**config.mk**
```make
export PLATFORM = sky130hd
export DESIGN_NAME = aes_key_expand
export DESIGN_NICKNAME = d
export VERILOG_FILES = /design/src/rtl/aes_key_expand.sv
export SDC_FILE = /design/constraint.sdc
export NUM_CORES = 2
export LEC_CHECK = 0
export ABC_CLOCK_PERIOD_IN_PS = 38900
export CORE_MARGIN = 5
export CORE_UTILIZATION = 65
export CTS_CLUSTER_SIZE = 20
export DETAILED_ROUTE_END_ITERATION = 7
export DONT_BUFFER_PORTS = 1
export PLACE_DENSITY = 0.88
export SYNTH_ARGS = -nofsm -noshare
export SYNTH_HDL_FRONTEND = slang
export SYNTH_SLANG_ARGS = --single-unit
```
**constraint.sdc**
```tcl
create_clock -name clk -period 38.9 [get_ports clk]
set_input_delay 7.78 -clock clk [delete_from_list [all_inputs] [get_ports clk]]
set_output_delay 7.78 -clock clk [all_outputs]
set_load 0.1 [all_outputs]
```
**src/rtl/aes_key_expand.sv**
```systemverilog
// Iterative AES key schedule: one 32-bit schedule word per clock, one 128-bit
// round key every fourth word, for 128/192/256-bit cipher keys.
module aes_key_expand (
  input  logic         clk,
  input  logic         rst,
  input  logic         start,
  input  logic [1:0]   key_size,
  input  logic [255:0] key,
  output logic [127:0] round_key,
  output logic         rk_valid,
  output logic [3:0]   rk_index,
  output logic         busy,
  output logic         done
);

  typedef enum logic [0:0] {IDLE = 1'b0, GEN = 1'b1} state_t;

  state_t        state, state_nxt;
  logic [255:0]  key_r;
  logic [31:0]   key_words [8];
  logic [31:0]   hist [8];
  logic [5:0]    idx;
  logic [2:0]    phase;
  logic [3:0]    nk;
  logic [5:0]    last_idx;
  logic [7:0]    rcon;
  logic          accept, gen, last_word;
  logic          in_key, rot, sub_nk8;
  logic [31:0]   w_prev, w_back, sub_in, sub_out, w_new;

  function automatic logic [7:0] xtime(input logic [7:0] b);
    return {b[6:0], 1'b0} ^ (b[7] ? 8'h1b : 8'h00);
  endfunction

  function automatic logic [7:0] gf_mul(input logic [7:0] a, input logic [7:0] b);
    logic [7:0] p, s;
    p = 8'h00;
    s = a;
    for (int k = 0; k < 8; k++) begin
      if (b[k]) p = p ^ s;
      s = xtime(s);
    end
    return p;
  endfunction

  // S-box as multiplicative inverse (x^254, with 0 -> 0) followed by the affine map.
  function automatic logic [7:0] sbox(input logic [7:0] x);
    logic [7:0] p, inv;
    p   = x;
    inv = 8'h01;
    for (int k = 1; k < 8; k++) begin
      p   = gf_mul(p, p);
      inv = gf_mul(inv, p);
    end
    return inv ^ {inv[6:0], inv[7]} ^ {inv[5:0], inv[7:6]} ^
           {inv[4:0], inv[7:5]} ^ {inv[3:0], inv[7:4]} ^ 8'h63;
  endfunction

  function automatic logic [31:0] subword(input logic [31:0] w);
    return {sbox(w[31:24]), sbox(w[23:16]), sbox(w[15:8]), sbox(w[7:0])};
  endfunction

  for (genvar g = 0; g < 8; g++) begin : g_key_words
    assign key_words[g] = key_r[255-32*g -: 32];
  end

  always_ff @(posedge clk or posedge rst) begin
    if (rst) state <= IDLE;
    else     state <= state_nxt;
  end

  always_comb begin
    state_nxt = state;
    case (state)
      IDLE:    if (start && key_size != 2'd3) state_nxt = GEN;
      GEN:     if (idx == last_idx) state_nxt = IDLE;
      default: state_nxt = IDLE;
    endcase
  end

  always_comb begin
    accept    = (state == IDLE) && start && (key_size != 2'd3);
    gen       = (state == GEN);
    last_word = gen && (idx == last_idx);
  end

  // hist[0] is w[i-1], hist[Nk-1] is w[i-Nk]
  always_comb begin
    w_prev  = hist[0];
    w_back  = hist[3'(nk - 4'd1)];
    in_key  = {2'b00, nk} > idx;
    rot     = (phase == 3'd0);
    sub_nk8 = (nk == 4'd8) && (phase == 3'd4);
    sub_in  = rot ? {w_prev[23:0], w_prev[31:24]} : w_prev;
    sub_out = subword(sub_in);
    if (in_key)       w_new = key_words[idx[2:0]];
    else if (rot)     w_new = w_back ^ sub_out ^ {rcon, 24'h000000};
    else if (sub_nk8) w_new = w_back ^ sub_out;
    else              w_new = w_back ^ w_prev;
  end

  always_ff @(posedge clk or posedge rst) begin
    if (rst) begin
      busy      <= 1'b0;
      rk_valid  <= 1'b0;
      done      <= 1'b0;
      rk_index  <= 4'd0;
      round_key <= 128'd0;
      idx       <= 6'd0;
      phase     <= 3'd0;
      rcon      <= 8'h00;
      nk        <= 4'd4;
      last_idx  <= 6'd43;
    end else begin
      rk_valid <= 1'b0;
      done     <= 1'b0;
      if (accept) begin
        busy  <= 1'b1;
        idx   <= 6'd0;
        phase <= 3'd0;
        rcon  <= 8'h01;
        case (key_size)
          2'd1:    begin nk <= 4'd6; last_idx <= 6'd51; end
          2'd2:    begin nk <= 4'd8; last_idx <= 6'd59; end
          default: begin nk <= 4'd4; last_idx <= 6'd43; end
        endcase
      end else if (gen) begin
        idx   <= idx + 6'd1;
        phase <= ({1'b0, phase} == nk - 4'd1) ? 3'd0 : phase + 3'd1;
        if (!in_key && rot) rcon <= xtime(rcon);
        if (idx[1:0] == 2'd3) begin
          round_key <= {hist[2], hist[1], hist[0], w_new};
          rk_index  <= idx[5:2];
          rk_valid  <= 1'b1;
        end
        if (last_word) begin
          done <= 1'b1;
          busy <= 1'b0;
        end
      end
    end
  end

  // Key copy and word window carry no reset: only control state must be cleared.
  always_ff @(posedge clk) begin
    if (accept) key_r <= key;
    if (gen) begin
      hist[0] <= w_new;
      for (int k = 1; k < 8; k++) hist[k] <= hist[k-1];
    end
  end

endmodule

```
### Yosys cells after proc, flatten, opt, wreduce, memory -nomap -nowiden

Memory sizes are Yosys's and may differ from the RTL's.
Index checks and enable logic that the tools add are counted.

| storage, ports and cells | value |
|---|---|
| flip-flop bits (word level) | 419 |
| RAM bits | 256 |
| input bits | 261 |
| word-level logic and storage cells | 1,667 |
| memories kept | 1 |

Memory list:

| name | depth | width | read ports | clocked after Yosys merged registers in | write ports | line | source |
|---|---|---|---|---|---|---|---|
| hist | 8 | 32 | 8 | 0 | 8 | 21 | `logic [31:0] hist [8];` |

| cells by class | value |
|---|---|
| add/subtract/negate cells | 3 |
| magnitude comparators | 2 |
| eq/ne operators | 8 |
| multiplexer cells | 844 |
| bitwise operators | 783 |
| reduce and logical (&&, ||, !) cells | 14 |

Operator list:

| kind | number |
|---|---|
| 2-to-1 mux 8 bit | 423 |
| XOR 8 bit | 380 |
| XOR 8 x 5 -> 8 bit | 365 |
| 2-to-1 mux 5 bit | 369 |
| 2-to-1 mux 32 bit | 6 |
| binary-select mux 32 bit (select 3 bit) | 1 |
| XOR 32 bit | 3 |
| 2-to-1 mux 6 bit | 6 |
| 2-to-1 mux 7 bit | 4 |
| inverter 1 bit, first input constant | 28 |
| 2-to-1 mux 3 bit | 7 |
| 2-to-1 mux 1 bit | 17 |
| 2-to-1 mux 4 bit | 4 |
| inverter 4 bit | 4 |
| one-hot mux 5 bit (2 select lines) | 1 |
| 2-to-1 mux 2 bit | 4 |
| one-hot mux 4 bit (2 select lines) | 1 |
| adder 6 x 1 -> 6 bit, second input constant | 1 |
| == test 6 bit | 1 |
| greater-than comparator 4 x 6 -> 1 bit | 1 |
| logical AND 1 bit | 6 |
| nonzero test 2 bit | 3 |
| == test 2 bit, second input constant | 2 |
| == test 3 x 4 -> 1 bit | 1 |
| 14 further kinds | 16 |

### Depth between registers and ports, before layout

| logic depth | value |
|---|---|
| word-level depth | 138 |
| depth in mapped cells | 83 |

### Least setup slack after synthesis

No wires, ideal clock.

| timing | value |
|---|---|
| path type | register -> register |
| start | register phase[0] |
| end | register round_key[5] |
| data arrival time | 18.242 ns |
| setup slack | 20.532 ns |
| cell stages (with the launch flop) | 78 |
| clock period less this slack | 18.368 ns |
| path through | dfrtp_1 inv_1 ha_1 nand2b_1 buf_6 buf_12 mux2i_4 inv_1 ha_1 clkbuf_1 nand2_1 xor2_1 inv_1 clkbuf_1 clkbuf_1 ha_1 clkbuf_1 inv_1 (+42 left out) a221o_1 a21oi_1 clkbuf_1 nor3_1 xor2_2 xor2_1 xnor3_1 xnor2_1 nor2_1 xor2_1 xnor3_1 xnor3_1 xnor3_2 xnor3_1 xnor2_1 a21oi_1 o21a_1 mux2_2 |

| on the way | value |
|---|---|
| cells in the longest elaborated chain, start to end | 135 |
| elaborated cells on any way between the ends | 399 |
| those cells by class | eq/ne (1); mux (207); bitwise (189); reduce/logical (2) |

Ends and longest elaborated chain:

| item | line | source |
|---|---|---|
| from (decl) | 23 | `logic [2:0] phase;` |
| from (signal assigned) | 129 | `phase <= ({1'b0, phase} == nk - 4'd1) ? 3'd0 : phase + 3'd1;` |
| zero test 3 bit | 92 | `rot = (phase == 3'd0);` |
| 2-to-1 mux 32 bit | 94 | `sub_in = rot ? {w_prev[23:0], w_prev[31:24]} : w_prev;` |
| 2-to-1 mux 5 bit (tied with other cells) | 32 | `return {b[6:0], 1'b0} ^ (b[7] ? 8'h1b : 8'h00);` |
| XOR 8 x 5 -> 8 bit or XOR 8 bit (tied branches) | 32, 40 |  |
| XOR 8 bit or 2-to-1 mux 8 bit (tied branches) | 40 | `if (b[k]) p = p ^ s;` |
| 2-to-1 mux 8 bit or XOR 8 bit (tied branches) | 40 |  |
| XOR 8 bit or 2-to-1 mux 8 bit (tied branches) | 40 |  |
| 2-to-1 mux 8 bit or XOR 8 bit (tied branches) | 40 |  |
| (+118 left out) | n/a |  |
| XOR 8 bit (3 in series) | 55 | `return inv ^ {inv[6:0], inv[7]} ^ {inv[5:0], inv[7:6]} ^` |
| XOR 8 bit | 56 | `{inv[4:0], inv[7:5]} ^ {inv[3:0], inv[7:4]} ^ 8'h63;` |
| inverter 4 bit (no line) | n/a |  |
| XOR 32 bit | 97, 98 |  |
| 2-to-1 mux 32 bit or XOR 32 bit (tied branches) | 98, 97 |  |
| 2-to-1 mux 32 bit * | 97 | `else if (rot) w_new = w_back ^ sub_out ^ {rcon, 24'h000000};` |
| 2-to-1 mux 32 bit * | 96 | `if (in_key) w_new = key_words[idx[2:0]];` |
| named net w_new[5] | 29 | `logic [31:0] w_prev, w_back, sub_in, sub_out, w_new;` |
| to (signal assigned) | 132 | `round_key <= {hist[2], hist[1], hist[0], w_new};` |
| to (decl) | 9 | `output logic [127:0] round_key,` |

The timed path passes the listed nets; every way through them passes the cells marked *.
A chain may end at the register's enable or synchronous reset.

### Worst setup path in the final report

| timing | value |
|---|---|
| start | register phase[0] |
| end | register round_key[21] |

Same word-level chain as after synthesis.

==> results_tabular.tex <==
\begin{tabular}{lr}
\hline
Metric & Value \\
\hline
\multicolumn{2}{l}{\textbf{Setup path}} \\
Kind of end point of the critical path & flop \\
Cells on worst reg2reg path & 67 \\
Worst reg2reg setup slack & 16,460 ps \\
Worst-path cell with the longest stage delay & sky130\_fd\_sc\_hd\_\_xnor2\_1 \\
Required time of the critical path & around 39,000 ps \\
Critical path data arrival time & 22,970 ps \\
Worst reg2reg path startpoint & phase[0] \\
Reg-to-reg endpoint & round\_key[21] \\
Highest net fanout along the worst path & between 40 and 50 \\
End point of the critical path & round\_key[21] \\
Element type at the critical path start & flop \\
Largest incremental delay on the critical path & 990 ps \\
Launching instance or port of the critical path & phase[0] \\
Setup CP Type & reg -> reg \\
Critical path's most frequent cell & sky130\_fd\_sc\_hd\_\_xnor2\_1 \\
\multicolumn{2}{l}{\textbf{Die}} \\
Count of standard-cell rows & roughly 130 \\
Die width & roughly 380 um \\
I/O pin count & 396 \\
Effective utilization at floorplan & 65.2\% \\
Die area & 141,000 um\^{}2 \\
Die height & 375 um \\
Core Footprint & around 130,000 um\^{}2 \\
\multicolumn{2}{l}{\textbf{Timing}} \\
Setup violations, final & 0 \\
Share of the cycle needed by the critical path after routing & 57.7\% \\
Slew at the pin with the worst max-slew slack & $\sim$1300 ps \\
Setup repair after global routing missed its margin & false \\
Fin Clk Skew & 34.2 ps \\
Total count of max-transition violations in the final report & 0 \\
Total negative slack & 0 ps \\
Highest Clock Rate & 44.6 MHz \\
Final Hold Viols & 0 \\
Normalized max-slew margin & between 10\% and 20\% \\
Post-route minimum period & 22,440 ps \\
\multicolumn{2}{l}{\textbf{Yosys}} \\
Combined area of all synthesized cells & 86,800 um\^{}2 \\
Main synth FF type & sky130\_fd\_sc\_hd\_\_edfxtp\_1 \\
Syn\_area\_per\_cell & 8.69 um\^{}2 \\
Share of the synthesized area in the top cell type & between 10\% and 20\% \\
Count of warnings emitted by yosys & 0 \\
Share of the yosys chip area belonging to registers & 22.3\% \\
Synth top area cells & sky130\_fd\_sc\_hd\_\_edfxtp\_1 (18\%), sky130\_fd\_sc\_hd\_\_xnor2\_1 (17\%), sky130\_fd\_sc\_hd\_\_xnor3\_1 (6.3\%), sky130\_fd\_sc\_hd\_\_nand2\_1 (5.5\%), sky130\_fd\_sc\_hd\_\_nor2\_1 (5.3\%) \\
Number of synthesized register bits & between 600 and 700 \\
Post-synthesis instance total & $\sim$10,000 \\
Largest area contributor in the synthesized netlist & sky130\_fd\_sc\_hd\_\_edfxtp\_1 \\
Synthesized netlist net count & slightly above 10,000 \\
EDFF count, synth & 512 \\
Asr flop ratio synth & 23.6\% \\
Yosys cell types & around 130 \\
\multicolumn{2}{l}{\textbf{Clock network}} \\
Number of clock sinks & 670 \\
Total clock buffers created by CTS & a little under 60 \\
Hold buffer count at cts & 0 \\
TritonCTS clock tree & built \\
Latest clock arrival within the worst-skew pair & 670 ps \\
H-Tree Depth & 2 \\
Post-CTS sizing & 0 \\
Postcts setup bufs & 0 \\
Clk pin slew, worst setup/hold paths & roughly 70 ps \\
Root Buffer Master & sky130\_fd\_sc\_hd\_\_clkbuf\_16 \\
Clock buffer depth & 3 \\
\multicolumn{2}{l}{\textbf{GRT}} \\
Number of global-route vias before repair & 73,200 \\
Wire length of the first global-routing pass & roughly 420,000 um \\
Antenna violations before repair & 41 \\
Global route total overflow & 0 \\
Pin count of the biggest net entering global routing & 204 \\
Overall global routing resource usage & 36.4\% \\
\multicolumn{2}{l}{\textbf{Layout}} \\
Final non-filler cell total & approximately 11,000 \\
Synth-to-layout area growth & 4.30\% \\
Highest-count cells in the layout ignoring fill and taps & sky130\_fd\_sc\_hd\_\_xnor2\_1 (1,653), sky130\_fd\_sc\_hd\_\_nand2\_1 (1,272), sky130\_fd\_sc\_hd\_\_nor2\_1 (1,217), sky130\_fd\_sc\_hd\_\_edfxtp\_1 (512), sky130\_fd\_sc\_hd\_\_a21oi\_1 (472) \\
Most common library cell in the layout ignoring fill and taps & sky130\_fd\_sc\_hd\_\_xnor2\_1 \\
\# fillers & 9,887 \\
Final \#Nets & 9,937 \\
Share of cells above drive strength 1 & 10.1\% \\
\multicolumn{2}{l}{\textbf{Detailed routing}} \\
Post-detailed-route via-to-cell ratio & 6.83 \\
Pre-Repair DR Iteration Count & 7 \\
Number of nets still failing antenna checks after routing & 0 \\
Count of routing violations after the opening detailed-route iteration & between 10,000 and 15,000 \\
Vias after detailed routing & 78,400 \\
Post-detailed-route wirelength per cell & 23.6 um \\
Total wire length after detailed routing & 271,000 um \\
Total DRC errors in the routed layout & 0 \\
\multicolumn{2}{l}{\textbf{Flow run}} \\
Count of maximum capacitance violations & 0 \\
\multicolumn{2}{l}{\textbf{Placement}} \\
Final GP Congestion & 1.01 \\
Sum of net half-perimeters after detailed placement & 190,000 um \\
Number of I/O port buffers & 0 \\
Cell count after placement & roughly 11,000 \\
\multicolumn{2}{l}{\textbf{Hold path}} \\
Hold WC Path Type & reg -> reg \\
\multicolumn{2}{l}{\textbf{Status}} \\
Result of the run & finished, final reports clean \\
\hline
\end{tabular}
logic make-up after synthesis:
group,synth area share (%)
AOI/OAI and AO/OA,14.8
xor gates and xnor gates,34.7
muxes,6.61
and+or+nand+nor,17.1
adders and majority gates,0.661
buffers and inverters,3.93
DFF,22.3
critical path, delay by kind of cell (launching register included):
kind | cells | cell delay, ps
xor+xnor | 29 | 9780
compound gates | 11 | 2470
simple gates | 8 | 2760
fa+ha+maj | 6 | 2870
buf+inv | 7 | 1800
mux | 6 | 2150
flops | 1 | 430
sequential cells by signal (all words and copies together), names as in the netlist:
register / count
phase: 3
idx: 6
gen: 1
rk_valid: 1
done: 1
rcon: 8
last_idx: 2
rk_index: 4
nk: 3
busy: 1
key_r: 256
hist: 256
round_key: 128
per-layer routing:
layer | vias to the layer above | part of all wire [%] | global-route usage, %
met5 | - | 0.092 | 0
met4 | 32 | 5.0 | 14.6
met3 | 1209 | 14 | 10.6
met2 | 5805 | 45 | 58.0
met1 | 37000 | 36 | 46.8
li1 | 34300 | - | -
synth_stat cells, drive strengths merged, types with 26 or more instances:
| cell type | number |
|---|---|
| nor2 | 1228 |
| o211ai | 93 |
| or3 | 45 |
| mux2i | 248 |
| and3 | 56 |
| xnor3 | 273 |
| ha | 41 |
| mux2 | 75 |
| inv | 103 |
| nor2b | 65 |
| nor3 | 233 |
| nand4 | 37 |
| nand2b | 68 |
| or2 | 35 |
| and2 | 56 |
| o221ai | 42 |
| xor2 | 521 |
| clkbuf | 422 |
| a32oi | 26 |
| edfxtp | 512 |
| o31ai | 29 |
| a22oi | 50 |
| o21a | 41 |
| mux4 | 100 |
| o21ai | 443 |
| nor4 | 33 |
| nand3 | 209 |
| xor3 | 31 |
| a211oi | 109 |
| a21oi | 484 |
| a221oi | 47 |
| a31oi | 93 |
| buf | 249 |
| dfrtp | 156 |
| a21o | 37 |
| xnor2 | 1865 |
| nand2 | 1275 |
| o22ai | 145 |
through the flow:
stage / cell area [um^2] / setup slack (ps) / utilization [%] / hold WS, ps
floorplan: 86800 / 20530 / - / 400
global placement: 88400 / 17530 / 66.4 / 401
detailed placement: 88400 / 17110 / 66.4 / 405
CTS: 90400 / 16950 / 67.9 / 412
global route: 90500 / 15260 / 68.0 / 421
finish: 90500 / 16460 / 68.0 / 404
area by class of cell:
| cell class | instances | area (um^2) | area share (%) |
|---|---|---|---|
| repair buffers | 268 | 2020 | 2.24 |
| inverters | 119 | 462 | 0.510 |
| well taps | 1768 | 2210 | 2.44 |
| multi-input cells | 8518 | 64400 | 71.2 |
| clock inverters | 37 | 432 | 0.477 |
| clock buffers | 72 | 1540 | 1.71 |
| diodes | 27 | 67.6 | 0.0747 |
| flip-flops and latches | 670 | 19300 | 21.4 |
worst min-delay path by stage:
stage / from / to / slack [ps] / cells after the start
6_report: hist[6][9] / hist[7][9] / 400 / 0
5_1_grt: hist[6][9] / hist[7][9] / 420 / 0
4_1_cts: hist[6][9] / hist[7][9] / 410 / 0
3_5_place_dp: hist[4][21] / hist[5][21] / 410 / 0
3_3_place_gp: hist[6][23] / hist[7][23] / 400 / 0
2_1_floorplan: hist[4][0] / hist[5][0] / 400 / 0
Power is left out: the tool's default activity adds up to more than one toggle a clock period on the data nets, which glitch-free logic cannot reach.
